**src/rtl/spike_rate_decoder_if.sv**
```systemverilog
// spike_rate_decoder_if
//   Valid/ready result port of the spike rate decoder.
//   rate_data  : 8-bit spike count of the last completed window
//   rate_valid : rate_data holds an unconsumed result
//   rate_ready : consumer accepts rate_data when high together with rate_valid
//   master = decoder (producer), slave = consumer.
interface spike_rate_decoder_if;
  logic [7:0] rate_data;
  logic       rate_valid;
  logic       rate_ready;

  modport master (output rate_data, output rate_valid, input rate_ready);
  modport slave  (input rate_data, input rate_valid, output rate_ready);
endinterface

```
**src/rtl/spike_rate_decoder.sv**
```systemverilog
// spike_rate_decoder
//   Reconstructs an 8-bit activity value from a 1-bit spike train by counting
//   spikes over back-to-back windows of WINDOW cycles, and measures the
//   inter-spike interval between consecutive spikes.
// Ports:
//   clk        system clock, rising edge
//   rst        synchronous active-high reset
//   en         decode enable; low returns the decoder to IDLE
//   spike      spike train, sampled every clock
//   rate       valid/ready result port (master side)
//   isi        cycles between the two most recent spikes, saturating at 255
//   isi_valid  one-cycle pulse when isi updates
//   overrun    sticky; a window result was dropped under backpressure
module spike_rate_decoder #(
  parameter int WINDOW = 16
) (
  input  logic                        clk,
  input  logic                        rst,
  input  logic                        en,
  input  logic                        spike,
  spike_rate_decoder_if.master        rate,
  output logic [7:0]                  isi,
  output logic                        isi_valid,
  output logic                        overrun
);

  localparam int WCW = (WINDOW > 1) ? $clog2(WINDOW) : 1;
  localparam logic [WCW-1:0] WIN_LAST = WCW'(WINDOW - 1);

  typedef enum logic {IDLE, RUN} state_t;

  state_t         state, state_nxt;
  logic [WCW-1:0] win_cnt;
  logic [7:0]     spk_cnt;
  logic [7:0]     gap_cnt;
  logic           have_prev;

  // Counter views as seen this cycle. In IDLE the registers are already
  // clear, but masking by state keeps the first RUN cycle exactly at
  // window cycle 0 regardless of what was left behind.
  logic [WCW-1:0] win_cur;
  logic [7:0]     spk_cur;
  logic [7:0]     gap_cur;
  logic           prev_cur;

  logic           win_end;
  logic [7:0]     spk_sum;
  logic [7:0]     gap_inc;
  logic           out_free;
  logic           load;
  logic           drop;
  logic           xfer;
  logic           isi_upd;

  always_comb begin
    state_nxt = state;
    win_cur   = '0;
    spk_cur   = '0;
    gap_cur   = '0;
    prev_cur  = 1'b0;

    case (state)
      IDLE: if (en) state_nxt = RUN;
      RUN: begin
        win_cur  = win_cnt;
        spk_cur  = spk_cnt;
        gap_cur  = gap_cnt;
        prev_cur = have_prev;
        if (!en) state_nxt = IDLE;
      end
      default: state_nxt = IDLE;
    endcase
  end

  always_comb begin
    // The enabling cycle itself counts, so window logic keys off en rather
    // than the registered state.
    win_end  = en && (win_cur == WIN_LAST);
    spk_sum  = (spike && spk_cur != 8'hFF) ? spk_cur + 8'd1 : spk_cur;
    gap_inc  = (gap_cur != 8'hFF) ? gap_cur + 8'd1 : gap_cur;
    xfer     = rate.rate_valid && rate.rate_ready;
    // Output register is free if empty or being drained this very cycle.
    out_free = !rate.rate_valid || rate.rate_ready;
    load     = win_end && out_free;
    drop     = win_end && !out_free;
    isi_upd  = en && spike && prev_cur;
  end

  always_ff @(posedge clk) begin
    if (rst) begin
      state           <= IDLE;
      win_cnt         <= '0;
      spk_cnt         <= '0;
      gap_cnt         <= '0;
      have_prev       <= 1'b0;
      rate.rate_data  <= '0;
      rate.rate_valid <= 1'b0;
      isi             <= '0;
      isi_valid       <= 1'b0;
      overrun         <= 1'b0;
    end else begin
      state <= state_nxt;

      if (en) begin
        win_cnt <= win_end ? '0 : win_cur + WCW'(1);
        spk_cnt <= win_end ? '0 : spk_sum;
        if (spike) begin
          gap_cnt   <= 8'd1;
          have_prev <= 1'b1;
        end else begin
          gap_cnt   <= gap_inc;
        end
      end else begin
        win_cnt   <= '0;
        spk_cnt   <= '0;
        gap_cnt   <= '0;
        have_prev <= 1'b0;
      end

      isi_valid <= isi_upd;
      if (isi_upd) isi <= gap_cur;

      // Simultaneous consume+load keeps rate_valid high with the new value.
      if (load) begin
        rate.rate_data  <= spk_sum;
        rate.rate_valid <= 1'b1;
      end else if (xfer) begin
        rate.rate_valid <= 1'b0;
      end

      if (drop) overrun <= 1'b1;
    end
  end

endmodule
```
**src/flat_wrapper.sv**
```systemverilog
// flat-port wrapper written by rule: the top's interface ports become plain ports
module spike_rate_decoder_flat 
#(
  parameter int WINDOW = 16
)
  (clk, rst, en, spike, isi, isi_valid, overrun, rate_rate_data, rate_rate_valid, rate_rate_ready);
  spike_rate_decoder_if rate_i ();
  input  logic clk;
  input  logic rst;
  input  logic en;
  input  logic spike;
  output logic [7:0] isi;
  output logic isi_valid;
  output logic overrun;
  output wire logic [$bits(rate_i.rate_data)-1:0] rate_rate_data;
  output wire logic [$bits(rate_i.rate_valid)-1:0] rate_rate_valid;
  input wire logic [$bits(rate_i.rate_ready)-1:0] rate_rate_ready;
  assign rate_rate_data = rate_i.rate_data;
  assign rate_rate_valid = rate_i.rate_valid;
  assign rate_i.rate_ready = rate_rate_ready;
  spike_rate_decoder #(.WINDOW(WINDOW)) u_core (.clk(clk), .rst(rst), .en(en), .spike(spike), .rate(rate_i), .isi(isi), .isi_valid(isi_valid), .overrun(overrun));
endmodule
```
**config.mk**
```make
export PLATFORM = sky130hd
export DESIGN_NAME = spike_rate_decoder_flat
export DESIGN_NICKNAME = d
export VERILOG_FILES = /design/src/rtl/spike_rate_decoder_if.sv /design/src/rtl/spike_rate_decoder.sv /design/src/flat_wrapper.sv
export SDC_FILE = /design/constraint.sdc
export NUM_CORES = 1
export LEC_CHECK = 0
export ABC_AREA = 1
export BUFFER_PORTS_ARGS = -buffer_cell sky130_fd_sc_hd__buf_4
export CAP_MARGIN = 20
export CORE_UTILIZATION = 41
export CTS_BUF_LIST = sky130_fd_sc_hd__clkbuf_16
export CTS_CLUSTER_DIAMETER = 120
export DETAILED_ROUTE_END_ITERATION = 10
export PLACE_DENSITY_LB_ADDON = 0.15
export SLEW_MARGIN = 15
export SYNTH_ARGS = -nofsm -noshare
export SYNTH_HDL_FRONTEND = slang
export SYNTH_SLANG_ARGS = --single-unit
```
**constraint.sdc**
```tcl
create_clock -name clk -period 3.8 [get_ports clk]
set_clock_uncertainty 0.1 [all_clocks]
set_input_delay 0.38 -clock clk [delete_from_list [all_inputs] [get_ports clk]]
set_output_delay 0.38 -clock clk [all_outputs]
set_load 0.1 [all_outputs]
```
==> impl_results.md, run 1 <==
* Status: complete, no violations
* Main combinational cell family by area after synthesis: simple AND/OR/NAND/NOR gates
* Clock power share at 49.9%
* Worst slew margin at 64.9%
* Final count of negative-setup-slack endpoints at 0
* Worst-margin pin slew at 0.526 ns
* Detailed Route WL at 3780 um
* Worst Setup Path Type: register to register
* Syn nets at 264
* Slew Viols, Final at 0
* FMAX at between 0.4 and 0.5 GHz
* Post-route ant nets at 0
* Adder-cell share of the synthesized area at 0.668%
* Comb power frac at 3.7%
* GPL Wtd Cong at 0.810
* P_int at around 0.00075 W
* Sw frac at around 21%
* DRT Pass-1 Iters at 4
* PwrDens at 423 nW/um2
* Die ar. at 4840 um2
* DR vias/cell at approximately 4.8
* Num CTS Buffers at 5
* WP data required at 3.88 ns
* Rows at 24
* CTS tree: yes
* Final setup margin at 1.75 ns
* Initial antenna violation count at 0
* Clock network latency to the later pin of the worst-skew pair at approximately 0.28 ns
* Worst min-delay path class: input port to register
* Fin util at 50.8%
* Die width at just under 70 um
* CTS root buf: clkbuf_16
* Hold slack at 0.269 ns
* Critical path capture point type: register
* Final hold viol count at 0
* Simple-Gate Fraction of Synth Area at 34.3%
* Ys Warns at 0
* Starting Density at 42.7%
* Mapped cell area at 1870 um2
* FF+latch count, synth at slightly above 40
* Crit path time final at around 2.1 ns
* Average size of a mapped cell at 7.26 um2
* Synth Area in XOR/XNOR at less than 1%
* Total gr overflow at 0
* H-tree levels at 2
* Place WS at 1.75 ns
* Unrepaired setup endpoints after global routing: false
* Initial DRC Count at 88
* Vias in the first global route at 1551
* Maximum vdd drop at 0.200 mV
* Crit path DAT at 2.13 ns
* Port buffer count at 23
* Routed WL per cell at 11.3 um
* Crit path launch type: register
* Fraction of synthesized area in multiplexers at 0%
* Sequential power share at 46.5%
* Final Non-Filler Cells at 335
* Tcrit/Tclk final at 54.0%
* Gr usage total at 17.4%
* Placed cell count at around 330
* Die H at a little under 70 um
* Detailed placement HPWL at 2720 um
* Area grow syn2layout at 19.0%
* Synth cell types at 28
* Max-cap viol count at 0
* Setup TNS at 0 ns
* Clock-pin transition on the worst setup and hold timing paths at 0.06 ns
* Num ports at 24
* Number of nets in the layout at 288
* Ratio of cells with drive above 1 in the final layout at 18.7%
* Post-synthesis compound-gate area fraction at about a tenth
* P_sw at 0.000194 W
* CTS Sinks at between 40 and 50
* Leakage at a little over 1 nW
* N_diodes at 0
* Post-CTS Resized at 0
* Sequential share of the synthesized area at 43.9%
* Worst Path Max Fanout at 16
* Remaining DRCs at 0
* Post-CTS Setup Repair Bufs at 0
* First-pass GRT wire length at ~6700 um
* Post-Synthesis Cells at 258
* Bufs on Longest Clock Path at 2
* Via Count at 1592
* Hold-fix buffers, CTS at 0
* Pin count of the biggest net entering global routing at 19
* Core Region at between 4000 and 5000 um2
==> cells by family after synthesis <==
family,Yosys count
buf+inv,45
flops,41
simple gates,133
fa+ha+maj,1
compound gates,37
xor+xnor,1
==> area by class of cell <==
type / count / area (um2)
clock buffers: 5 / 125
fillers: 456 / 2160
clock inverters: 3 / 37.5
inverters: 38 / 143
multi-input cells: 172 / 856
well taps: 52 / 65.1
repair buffers: 24 / 180
flip-flops and latches: 41 / 821
==> worst max-delay path: stages, from the launching register on <==
cell and delay, ns:
dfxtp_1 0.65, nand2_1 0.10, inv_1 0.09, ha_1 0.16, nand3_1 0.11, nor2_2 0.16
nand2_1 0.10, inv_2 0.22, nand3_1 0.13, nand2_1 0.08, inv_1 0.03
==> sequential cells by signal, summed over array words and instances (netlist names), 4 cells and up <==
| signal | cells |
|---|---|
| u_core.gap_cnt | 8 |
| u_core.isi | 8 |
| u_core.rate.rate_data | 8 |
| u_core.spk_cnt | 8 |
| u_core.win_cnt | 4 |
==> cell usage after synthesis, drive strengths merged <==
library cell | count | area share [%]
clkbuf | 1 | 0.20
nand4 | 3 | 1.3
clkinv | 2 | 0.40
ha | 1 | 0.67
o21ai | 18 | 4.8
nand2 | 55 | 12
or2 | 1 | 0.33
a21boi | 1 | 0.40
buf | 6 | 2.6
a21oi | 17 | 4.7
inv | 36 | 7.2
nor2 | 50 | 13
nand3 | 24 | 7.6
a31oi | 1 | 0.33
xor2 | 1 | 0.47
dfxtp | 41 | 44
==> final timing paths <==
kind / endpoint / slack [ns] / depth (start not counted) / startpoint
max reg2reg: u_core.rate.rate_data[2] / 1.75 / 10 / u_core.state
min reg2reg: u_core.overrun / 0.37 / 2 / u_core.overrun
max: u_core.rate.rate_data[2] / 1.75 / 10 / u_core.state
min: u_core.overrun / 0.27 / 2 / rst
==> metal layers <==
metal	global-route usage, %	up-vias	share of wire [%]
met2	30.1	15	49
met1	21.0	719	47
met3	3.49	7	2.0
li1	-	851	-
met5	0	-	0
met4	7.26	0	2.0
==> cells in the final DEF, fill, tap and decap left out, types with 2 or more instances in the layout <==
cell and instances:
nand2_1 49, dfxtp_1 41, nor2_1 40, inv_1 35, buf_4 24, nand3_1 21
o21ai_0 17, a21oi_1 16, nor2_2 6, nand2_2 5, clkbuf_16 5, nor2_4 3
clkinv_1 3, nand3_2 2, nand4_1 2, inv_2 2
==> power by group through the flow <==
stage / combinational [W] / clock, W / sequential, W
final: 0.0000345 / 0.000470 / 0.000438
after global placement: 0.0000347 / 0 / 0.000448
after global routing: 0.0000389 / 0.000493 / 0.000438
after CTS: 0.0000349 / 0.000477 / 0.000438
after floorplan: 0.0000220 / 0 / 0.000451
after detailed placement: 0.0000348 / 0 / 0.000448
==> per-stage QoR <==
stage	area, um2	power [W]
after floorplan	1870	0.000473
after global placement	2060	0.000482
after detailed placement	2060	0.000483
after CTS	2230	0.000950
after global routing	2230	0.000971
final	2230	0.000943
No activity file was read; power rests on OpenSTA's default activity.
==> inputs of run 2 (changes only) <==
ABC_AREA = 0   (was 1)
clock period = 2.1 ns   (was 3.8 ns; I/O delays follow)
==> run 2 against run 1 <==
Net effect: fmax rose by 16%; cell area shrank 7.9%; non-clock buffer count grew 1.
==> impl_results.md, run 2 <==
* Crit path DAT at between 1.5 and 2 ns
* GPL Wtd Cong at 0.845
* GR Util met1 at 19.6%
* Unrepaired setup endpoints after global routing: false
* Top cells by area, synth: dfxtp_1 (50%), nand2_1 (6.2%), a21oi_1 (5.8%), nor2_1 (4.3%), nand3_1 (2.7%)
* Routed WL per cell at ~14 um
* Starting Density at 43.9%
* WP data required at 2.18 ns
* Final hold viol count at 0
* Detailed placement HPWL at 2550 um
* Vias in the first global route at 1351
* Most frequent cells in the layout: dfxtp_1 (41), nand2_1 (27), buf_4 (25)
* Hold path depth at 2
* Worst-margin pin slew at 0.508 ns
* Die ar. at 4270 um2
* Leakage at 0.789 nW
* Detailed Route WL at 3600 um
* Hold-fix buffers, CTS at 0
* Worst Setup Path Type: register to register
* Ratio of cells with drive above 1 in the final layout at ~18%
* FMAX at 0.566 GHz
* Final count of negative-setup-slack endpoints at 0
* Sink of the worst hold path: u_core.spk_cnt[0]
* Post-CTS Setup Repair Bufs at 0
* Initial DRC Count at 86
* Ys flop type: dfxtp_1
* Tcrit/Tclk final at between 80% and 90%
* Clock network latency to the later pin of the worst-skew pair at 0.28 ns
* Slowest stage cell on the critical path: dfxtp_1
* Num ports at 24
* RR Startpoint: u_core.state
* Met3 Resource Use GR at 6.94%
* WP buf/inv at 0
* Met2 Use GR at 33.6%
* Crit-path cells: and2_1 > ha_1 > and4_1 > and3_1 > nand2b_1 > o31ai_1
* Top delay family on crit path: simple AND/OR/NAND/NOR gates
* DR vias/cell at 5.49
* Status: complete, no violations
* Clock-pin transition on the worst setup and hold timing paths at 0.06 ns
* Post-CTS Resized at 0
* Average size of a mapped cell at 8.75 um2
* Fraction of registers with async set/reset at 0%
* Reg2reg end: u_core.rate.rate_data[4]
* Worst slew margin at 65.7%
* Slowest Stage Delay on Critical Path at 0.34 ns
* Synth top cells by count: dfxtp_1 (41), nand2_1 (27), a21oi_1 (19), nor2_1 (19), nand3_1 (9)
* Slew Viols, Final at 0
* FF+latch count, synth at between 40 and 50
* Bufs on Longest Clock Path at 2
* Crit path launch type: register
* Worst min-delay path class: input port to register
* Yosys top cell area share at 49.9%
* Gr usage total at 18.6%
* Die H at 65.3 um
* H-tree levels at 2
* Filler cell count at approximately 360
* Rows at 22
* Post-route ant nets at 0
* Fin util at 54.8%
* Core Region at around 3700 um2
* Syn nets at 194
* Ys Warns at 0
* Port buffer count at 23
* PwrDens at 879 nW/um2
* First-pass GRT wire length at 6000 um
* Placed Area at 1860 um2
* Total gr overflow at 0
* N_diodes at 0
* Number of nets in the layout at 219
* Post-synth EDFFs at 0
* Top-count cell post-synth: dfxtp_1
* Area grow syn2layout at 24.8%
* R2R depth at 6
* Initial antenna violation count at 0
* Synth cell types at 40
* Worst Path Max Fanout at 5
* R2R setup slack at 0.33 ns
* DRT Pass-1 Iters at 4
* GR peak layer: met2
* Via Count at 1438
* Maximum vdd drop at 0.415 mV
* Num CTS Buffers at 5
* Pin count of the biggest net entering global routing at 23
* Commonest non-fill, non-tap cell in the layout: dfxtp_1
* Die width at 65.3 um
* Final design area excluding fillers at 2050 um2
* Sequential share of the synthesized area at 49.9%
* Critical path capture point type: register
* PnR Total Power at 0.00180 W
* Max-cap viol count at 0
* CTS Sinks at between 40 and 50
* Mapped cell area at 1640 um2
* Setup TNS at 0 ns
* Post-Synthesis Cells at 188
* Yosys top cell by area: dfxtp_1
* CTS tree: yes
* Remaining DRCs at 0
* CTS root buf: clkbuf_16
* Min-Delay Startpoint: spike
* Crit path time final at between 1.5 and 2 ns
## run 2: changes by cell type in the layout (fill, tap and decap cells not counted), moves of 5 or more
cell     previous run  this run
nand3_1            21         9
nand2_1            49        27
o21ai_0            17         2
nand2_2             5         0
inv_1              35         5
nor2_1             40        19
nor2_2              6         0
## run 2: worst max path at each step
| stage | startpoint | to | slack (ns) | depth (start not counted) |
|---|---|---|---|---|
| 4_1_cts | u_core.state | u_core.rate.rate_data[4] | 0.30 | 6 |
| 6_report | u_core.state | u_core.rate.rate_data[4] | 0.33 | 6 |
| 3_5_place_dp | u_core.state | u_core.rate.rate_data[4] | 0.34 | 6 |
| 5_1_grt | u_core.state | u_core.rate.rate_data[4] | 0.12 | 6 |
| 2_1_floorplan | u_core.state | u_core.rate.rate_data[0] | 0.06 | 8 |
| 3_3_place_gp | u_core.state | u_core.rate.rate_data[4] | 0.42 | 6 |
## run 2: cell families after synthesis
group | after synthesis | synth area share, %
muxes | 1 | 0.609
buffers and inverters | 12 | 2.97
and+or+nand+nor | 83 | 25.3
xor gates and xnor gates | 3 | 1.60
adders and majority gates | 1 | 0.761
AOI/OAI and AO/OA | 47 | 18.8
DFF | 41 | 49.9
## run 2: power by group
| group | total, W | internal, W | switching, W |
|---|---|---|---|
| Clock | 0.000972 | 0.000678 | 0.000294 |
| Combinational | 0.0000429 | 0.0000144 | 0.0000285 |
| Sequential | 0.000788 | 0.000783 | 0.00000481 |
| Total | 0.00180 | 0.00148 | 0.000327 |
## run 2: cell type report
class                   instances  area (um2)  share of cell area [%]
clock buffers                   5         125                    6.10
well taps                      48        60.1                    2.93
clock inverters                 3        65.1                    3.17
multi-input cells             135         774                    37.7
flip-flops and latches         41         821                    40.0
repair buffers                 25         188                    9.15
inverters                       5        18.8                   0.915
## run 2: stage by stage
stage | setup slack [ns] | std cells | hold slack, ns
3_3_place_gp | 0.419 | 254 | 0.344
5_1_grt | 0.121 | 262 | 0.113
6_report | 0.334 | 262 | 0.109
3_5_place_dp | 0.338 | 254 | 0.351
2_1_floorplan | 0.0625 | 188 | 0.215
4_1_cts | 0.303 | 262 | 0.102
## run 2: worst reg2reg max path, cell delays in order (launching register included)
cell	delay (ns)
dfxtp_1	0.34
and2_1	0.15
ha_1	0.18
and4_1	0.26
and3_1	0.27
nand2b_1	0.12
o31ai_1	0.26
## run 2: metal layers
layer  vias up  part of all wire [%]
li1        717                     -
met1       678                    41
met2        39                    53
met3         4                   4.7
met4         0                  0.89
met5         -                     0
